File: config.mk
export PLATFORM = sky130hd
export DESIGN_NAME = cacheline_adaptor
export DESIGN_NICKNAME = d
export VERILOG_FILES = /design/src/rtl/cacheline_adaptor.sv
export SDC_FILE = /design/constraint.sdc
export NUM_CORES = 1
export LEC_CHECK = 0
export CORE_AREA = 2 2 274 276
export CTS_BUF_LIST = sky130_fd_sc_hd__clkbuf_4 sky130_fd_sc_hd__clkbuf_8
export CTS_CLUSTER_SIZE = 10
export DETAILED_ROUTE_END_ITERATION = 6
export DIE_AREA = 0 0 276 278
export GPL_ROUTABILITY_DRIVEN = 0
export MAX_ROUTING_LAYER = met4
export PLACE_DENSITY = 0.61
export RECOVER_POWER = 100
export SLEW_MARGIN = 0
export SYNTH_ARGS = -nofsm -noshare
export SYNTH_HDL_FRONTEND = slang
export SYNTH_SLANG_ARGS = --single-unit
File: constraint.sdc
create_clock -name clk -period 3.2 [get_ports clk]
set_clock_uncertainty 0.05 [all_clocks]
set_input_delay 0.32 -clock clk [delete_from_list [all_inputs] [get_ports clk]]
set_output_delay 0.32 -clock clk [all_outputs]
set_load 0.05 [all_outputs]
File: src/rtl/cacheline_adaptor.sv
// Purpose: bridges whole-line cache fills/writebacks onto a beat-serial memory burst port.
// Latency: request edge T -> read_o/write_o at T+1 -> resp_o at T+5 with resp_i high every beat.
// Backpressure: beats advance only on resp_i; gaps in resp_i stall the burst without losing data.
module cacheline_adaptor #(
  parameter int LINE_W  = 256,
  parameter int BURST_W = 64
) (
  input  logic               clk,
  input  logic               rst_n,
  input  logic [31:0]        address_i,
  input  logic               read_i,
  input  logic               write_i,
  input  logic [LINE_W-1:0]  line_i,
  output logic [LINE_W-1:0]  line_o,
  output logic               resp_o,
  output logic [31:0]        address_o,
  output logic               read_o,
  output logic               write_o,
  output logic [BURST_W-1:0] burst_o,
  input  logic [BURST_W-1:0] burst_i,
  input  logic               resp_i
);

  localparam int NB    = LINE_W / BURST_W;
  localparam int CNT_W = (NB > 1) ? $clog2(NB) : 1;
  localparam int OFS_W = $clog2(LINE_W / 8);

  localparam logic [CNT_W-1:0] LAST_BEAT = CNT_W'(NB - 1);
  // Clears the byte-offset-within-line bits so memory always sees a line-aligned address.
  localparam logic [31:0]      LINE_MASK = ~((32'd1 << OFS_W) - 32'd1);

  typedef enum logic [1:0] {
    IDLE  = 2'd0,
    READ  = 2'd1,
    WRITE = 2'd2,
    DONE  = 2'd3
  } state_t;

  state_t            state;
  logic [CNT_W-1:0]  beat_cnt;
  logic [LINE_W-1:0] wr_line;

  // Transaction FSM: accepts requests, counts beats, fills line_o and produces the resp_o pulse.
  // DONE evaluates requests exactly like IDLE on its way out, so a request held high
  // through DONE restarts immediately and read_o/write_o drop for only that one cycle.
  always_ff @(posedge clk or negedge rst_n) begin
    if (!rst_n) begin
      state     <= IDLE;
      beat_cnt  <= '0;
      wr_line   <= '0;
      address_o <= '0;
      line_o    <= '0;
      resp_o    <= 1'b0;
      read_o    <= 1'b0;
      write_o   <= 1'b0;
    end else begin
      case (state)
        IDLE, DONE: begin
          resp_o   <= 1'b0;
          read_o   <= 1'b0;
          write_o  <= 1'b0;
          beat_cnt <= '0;
          if (write_i) begin
            // Writeback wins when both requests arrive together.
            state     <= WRITE;
            write_o   <= 1'b1;
            address_o <= address_i & LINE_MASK;
            wr_line   <= line_i;
          end else if (read_i) begin
            state     <= READ;
            read_o    <= 1'b1;
            address_o <= address_i & LINE_MASK;
          end else begin
            state     <= IDLE;
          end
        end

        READ: begin
          if (resp_i) begin
            line_o[int'(beat_cnt)*BURST_W +: BURST_W] <= burst_i;
            if (beat_cnt == LAST_BEAT) begin
              state  <= DONE;
              read_o <= 1'b0;
              resp_o <= 1'b1;
            end else begin
              beat_cnt <= beat_cnt + 1'b1;
            end
          end
        end

        WRITE: begin
          if (resp_i) begin
            if (beat_cnt == LAST_BEAT) begin
              state   <= DONE;
              write_o <= 1'b0;
              resp_o  <= 1'b1;
            end else begin
              beat_cnt <= beat_cnt + 1'b1;
            end
          end
        end

        default: begin
          state <= IDLE;
        end
      endcase
    end
  end

  // Present the current writeback beat straight from the counter; quiet outside WRITE.
  always_comb begin
    burst_o = '0;
    if (state == WRITE) begin
      burst_o = wr_line[int'(beat_cnt)*BURST_W +: BURST_W];
    end
  end

endmodule

# --- Word level (Yosys, flattened, before mapping) ---
# Index checks and enable logic that the tools add are counted.
# Widths: inputs -> output; s select.
word_totals:
  register_bits: 551
  in_bits: 357
  out_inout_bits: 355
  wordCells: 59
classes:
  addsub: 2
  eq_ne: 11
  n_shift: 3
  mux: 22
  reduce_logical: 13
op_table:
  columns: ["cell", "count"]
  rows:
  - ["$bwmux 256", 1]
  - ["$shift 64x33->256 const A", 1]
  - ["$shiftx 256x9->64", 1]
  - ["$shiftx 64x33->256", 1]
  - ["$mux 32", 2]
  - ["$mux 64", 1]
  - ["$neg 8->33", 1]
  - ["$mux 2", 5]
  - ["$ne 2x2->1 const B", 5]
  - ["$reduce_and 2->1", 5]
  - ["$mux 1", 8]
  - ["$pmux 2 s2", 2]
  - ["$eq 2x2->1 const B", 3]
  - ["$pmux 1 s2", 3]
  - ["$reduce_and 3->1", 2]
  - ["$reduce_bool 2->1", 3]
  - ["$ne 2x1->1 const B", 2]
  - ["$reduce_or 2->1", 2]
  - ["$add 2x1->2 const B", 1]
  - ["$eq 2x1->1 const B", 1]
  - ["$logic_not 2->1", 1]

# --- Longest topological paths before layout ---
logic_depth:
  word_depth: 4
  depth_mapped: 11
  ltp_nobuf: 5

# --- Least setup slack after synthesis ---
# Ideal clock, no wire load.
synth_path:
  path_type: "reg-to-reg"
  startpoint: "register beat_cnt[1]"
  endpoint: "register line_o[236]"
  setup_time_ns: 0.077
  arrival_time_ns: 2.284
  t_required_ns: 3.073
  setup_slack_ns: 0.789
  stages_incl_launch_ff: 11
  path_buffers: 5
  period_less_slack_ns: 2.411
  cell_sequence: "dfrtp_1 clkbuf_1 buf_2 buf_2 inv_1 ha_1 clkbuf_2 nor4b_4 buf_6 nand2_1 o21ai_1"
synth_between:
  elab_chain_cells: 3
  word_cells_on_any_way: 4
  cone_classes: "add/sub (1); shift (2); mux (1)"
synth_rtl:
  columns: ["item", "line", "text"]
  rows:
  - ["start: declaration", "40", "logic [CNT_W-1:0] beat_cnt;"]
  - ["start signal: assignment", "86", "beat_cnt <= beat_cnt + 1'b1;"]
  - ["start signal: assignment", "98", "beat_cnt <= beat_cnt + 1'b1;"]
  - ["$neg 8->33 (*)", "80", "line_o[int'(beat_cnt)*BURST_W +: BURST_W] <= burst_i;"]
  - ["$shiftx 64x33->256 or $shift 64x33->256 (tied branches)", "80", null]
  - ["$bwmux 256 (*)", "80", null]
  - ["end signal: indexed assignment", "80", null]
  - ["end: declaration", "14", "output logic [LINE_W-1:0] line_o,"]
# Every way passes the cells marked *; elsewhere a longest branch is shown, timed or not.
# A chain may end at the register's enable or synchronous reset.

# --- Final worst setup path ---
layout_path:
  startpoint: "register beat_cnt[1]"
  endpoint: "output burst_o[0]"
layout_between:
  elab_chain_cells: 2
layout_rtl:
  columns: ["item", "line", "text"]
  rows:
  - ["$shiftx 256x9->64", "114", "burst_o = wr_line[int'(beat_cnt)*BURST_W +: BURST_W];"]
  - ["$mux 64", "113", "if (state == WRITE) begin"]
  - ["end: declaration", "19", "output logic [BURST_W-1:0] burst_o,"]
# No other way between the ends.

==> impl_metrics.csv <==
group,metric,value,unit
critical_path,r2r_start,"state[0]",
global_routing,grt_pass1_vias,18600,
flow_run,cap_violations,2,
critical_path,cp_slowest_cell,"mux2i_1",
route,wl_per_cell,20.0,um
timing,setup_viol,0,
timing,rsz0062_at_grt,"false",
critical_path,r2r-end,"wr_line[235]",
critical_path,start_kind,"flop",
global_routing,antenna_found_initial,17,
yosys,synth_cells,1927,
yosys,syn-cell-area,22700,um2
route,totalWireLength,73900,um
floorplan,die_x,276,um
timing,worstMarginPinSlew,2.27,ns
critical_path,required,2.83,ns
global_routing,grt_max_degree,105,
yosys,synth.distinct_cells,32,
yosys,syn_area_per_cell,11.8,um2
timing,fin_crit,3.07,ns
critical_path,ff2ff_setup_slack,0.28,ns
route,drtAntennaViolNets,0,
power_and_ir_drop,pwr_density_cell,924,nW/um2
floorplan,start_util,30.8,%
yosys,async_reset_ff_share,100,%
timing,fin_crit_sh,95.8,%
timing,max_slew_margin,-51.4,%
cells_and_area,area_growth,44.6,%
power_and_ir_drop,peakVddDrop,0.665,mV
cells_and_area,layout.nets,3008,
route,vias_per_cell,4.74,
critical_path,slowest_delay,0.55,ns
yosys,ys_ff_latch,546,
route,vias,17600,
worst_hold_path,hp-start,"line_i[213]",
critical_path,crit_path_max_fanout,81,
critical_path,path_class,"flop to output port",
timing,max_freq,326,MHz
cells_and_area,fill_cells,6883,
floorplan,core,73800,um2
global_routing,track_usage,19.6,%
clock_tree,htree_levels,3,
outcome,status,"complete, but fails checks",
critical_path,worstPathCellList,"buf_16, mux2i_1, o22ai_1, clkdlybuf4s15_2",
global_routing,overflow,0,
timing,slew_viol_final,67,
clock_tree,clock-sinks,546,
critical_path,worstSetupEndpointType,"output port",
timing,layout_setup_ws,0.134,ns
clock_tree,clkTransAtPathRegs,0.06,ns
floorplan,rows,100,
global_routing,grt_pass1_wl,113000,um
worst_hold_path,hold_class,"primary input to flop",
power_and_ir_drop,power.leakage,14.4,nW
timing,tns,0,ns
timing,hold_viol,0,
clock_tree,root_buffer,"clkbuf_8",
yosys,yosysSeqAreaShare,60.2,%
clock_tree,clock_path_buffers,3,
yosys,synth_top_flop_cell,"dfrtp_1",
yosys,synth_edf_count,0,
outcome,violations,"design-rule violations, max-capacitance violations, max-slew violations",
floorplan,ioPinCount,712,
yosys,synth_warnings,0,
cells_and_area,register_area,13700,um2
clock_tree,tritoncts,"done",
place,hpwl,52800,um
timing,holdWs,0.190,ns
critical_path,cp.arrival,2.70,ns
route,drc,51,
worst_hold_path,min_path_cells,2,
cells_and_area,multiInputGateArea,8390,um2
floorplan,die_area,76700,um2
floorplan,die_h,278,um
power_and_ir_drop,finalPower,30.3,mW
route,first_pass_iters,7,
worst_hold_path,whs_endpoint,"wr_line[213]",
clock_tree,insertion_delay,0.68,ns
critical_path,ff2ff_path_depth,5,
clock_tree,cts_buffers,96,
place,place.port_buffers,701,
cells_and_area,drive_gt1_share,21.1,%
route,drt_iter0_markers,926,
place,place_ws,0.785,ns
-- logic make-up (layout without fill, tap and decap cells) --
logic type,after synthesis,after routing,synth area share [%]
XOR/XNOR,1,1,0.0386
AO/OA/AOI/OAI,329,329,8.08
other,1,22,0.0165
flip-flops,546,546,60.2
multiplexers,413,413,19.8
adder cells (fa/ha/maj),8,8,0.441
AND/OR/NAND/NOR,479,479,8.25
buffers and inverters,150,936,3.23
-- report_power, final --
group	leakage (nW)	switching, mW	internal, mW
sequential	6.94	1.15	9.16
clock	1.13	2.97	4.02
combinational	6.30	7.92	5.12
total	14.4	12.0	18.3
-- Yosys cell counts, types with 8 or more instances --
master | count | share of area (%)
dfrtp_1 | 546 | 60
nand2_1 | 463 | 7.7
mux2_2 | 283 | 14
o21ai_0 | 187 | 4.1
mux2i_1 | 130 | 5.7
buf_2 | 67 | 1.5
o22ai_1 | 64 | 1.8
clkbuf_1 | 57 | 0.94
o21ai_1 | 45 | 0.99
a22o_1 | 27 | 1.0
buf_4 | 13 | 0.43
ha_1 | 8 | 0.44
-- cell type report --
cell class                      instances  share of cell area [%]
Sequential cell                       546                    41.6
Multi-Input combinational cell       1235                    25.6
Timing Repair Buffer                  759                    22.4
Clock buffer                          154                    5.92
Tap cell                              969                    3.69
Clock inverter                         18                   0.598
Antenna cell                           17                   0.130
Inverter                                5                  0.0572
-- what timing repair did --
item                                    CTS  global route
endpoints found under the setup margin    6            12
cloned                                    0             0
pin swaps                                 0             1
hold endpoints to repair                 56             0
buffers inserted                          0             0
resized for setup                         3             1
hold buffers                              1             0
-- worst max-delay path by stage --
stage,from,endpoint,slack (ns)
6_report,beat_cnt[1],burst_o[0],0.13
5_1_grt,state[0],burst_o[30],0.02
4_1_cts,state[0],burst_o[30],0.005
3_5_place_dp,state[0],burst_o[32],0.78
3_3_place_gp,state[0],burst_o[29],0.82
2_1_floorplan,beat_cnt[1],line_o[236],0.79
-- routing by layer --
metal | vias up | global-route usage [%] | wire, um
li1 | 8103 | - | -
met1 | 8580 | 21.3 | 27600
met5 | - | - | 0
met2 | 724 | 32.3 | 36300
met4 | 0 | 7.40 | 2360
met3 | 157 | 7.66 | 7670
-- critical path: cells and delay by family, from the launching register on --
family,cells,cell delay (ns)
muxes,1,0.55
buffers and inverters,2,0.69
DFF,1,0.48
AOI/OAI and AO/OA,1,0.16
-- sequential cells by signal, summed over array words and instances, names as in the netlist --
register,cells
address_o,27
line_o,256
state,2
resp_o,1
write_o,1
wr_line,256
read_o,1
beat_cnt,2
-- metrics by stage --
step / instances / utilization [%] / instance area [um2]
floorplan: 1931 / - / 22700
global placement: 3513 / 42.0 / 31000
detailed placement: 3513 / 42.0 / 31000
CTS: 3686 / 44.9 / 33200
global route: 3703 / 44.5 / 32800
finish: 3703 / 44.5 / 32800
-- placed cells by master, fill, tap and decap left out, types with 2 or more instances in the layout --
| cell type | Yosys | routed |
|---|---|---|
| buf_4 | 13 | 24 |
| ha_1 | 8 | 7 |
| clkbuf_4 | 0 | 44 |
| clkbuf_8 | 0 | 126 |
| o21ai_1 | 45 | 2 |
| clkinv_2 | 0 | 8 |
| nor4b_1 | 1 | 2 |
| a21oi_1 | 4 | 4 |
| bufinv_16 | 0 | 2 |
| clkdlybuf4s50_1 | 0 | 350 |
| diode_2 | 0 | 17 |
| nand2_1 | 463 | 460 |
| inv_1 | 5 | 5 |
| o22ai_1 | 64 | 64 |
| clkinvlp_4 | 0 | 3 |
| nor2_1 | 3 | 3 |
| mux2_2 | 283 | 282 |
| a22o_1 | 27 | 27 |
| nand2_8 | 0 | 2 |
| clkdlybuf4s15_2 | 0 | 2 |
| dlygate4sd3_1 | 0 | 287 |
| mux2i_1 | 130 | 130 |
| clkinv_8 | 0 | 3 |
| buf_2 | 67 | 6 |
| conb_1 | 1 | 5 |
| dfrtp_1 | 546 | 545 |
| clkbuf_2 | 1 | 45 |
| clkbuf_1 | 57 | 11 |
| o21ai_0 | 187 | 231 |
| nand3_4 | 0 | 4 |
| buf_12 | 0 | 16 |
Power figures use the tool's default switching activity.
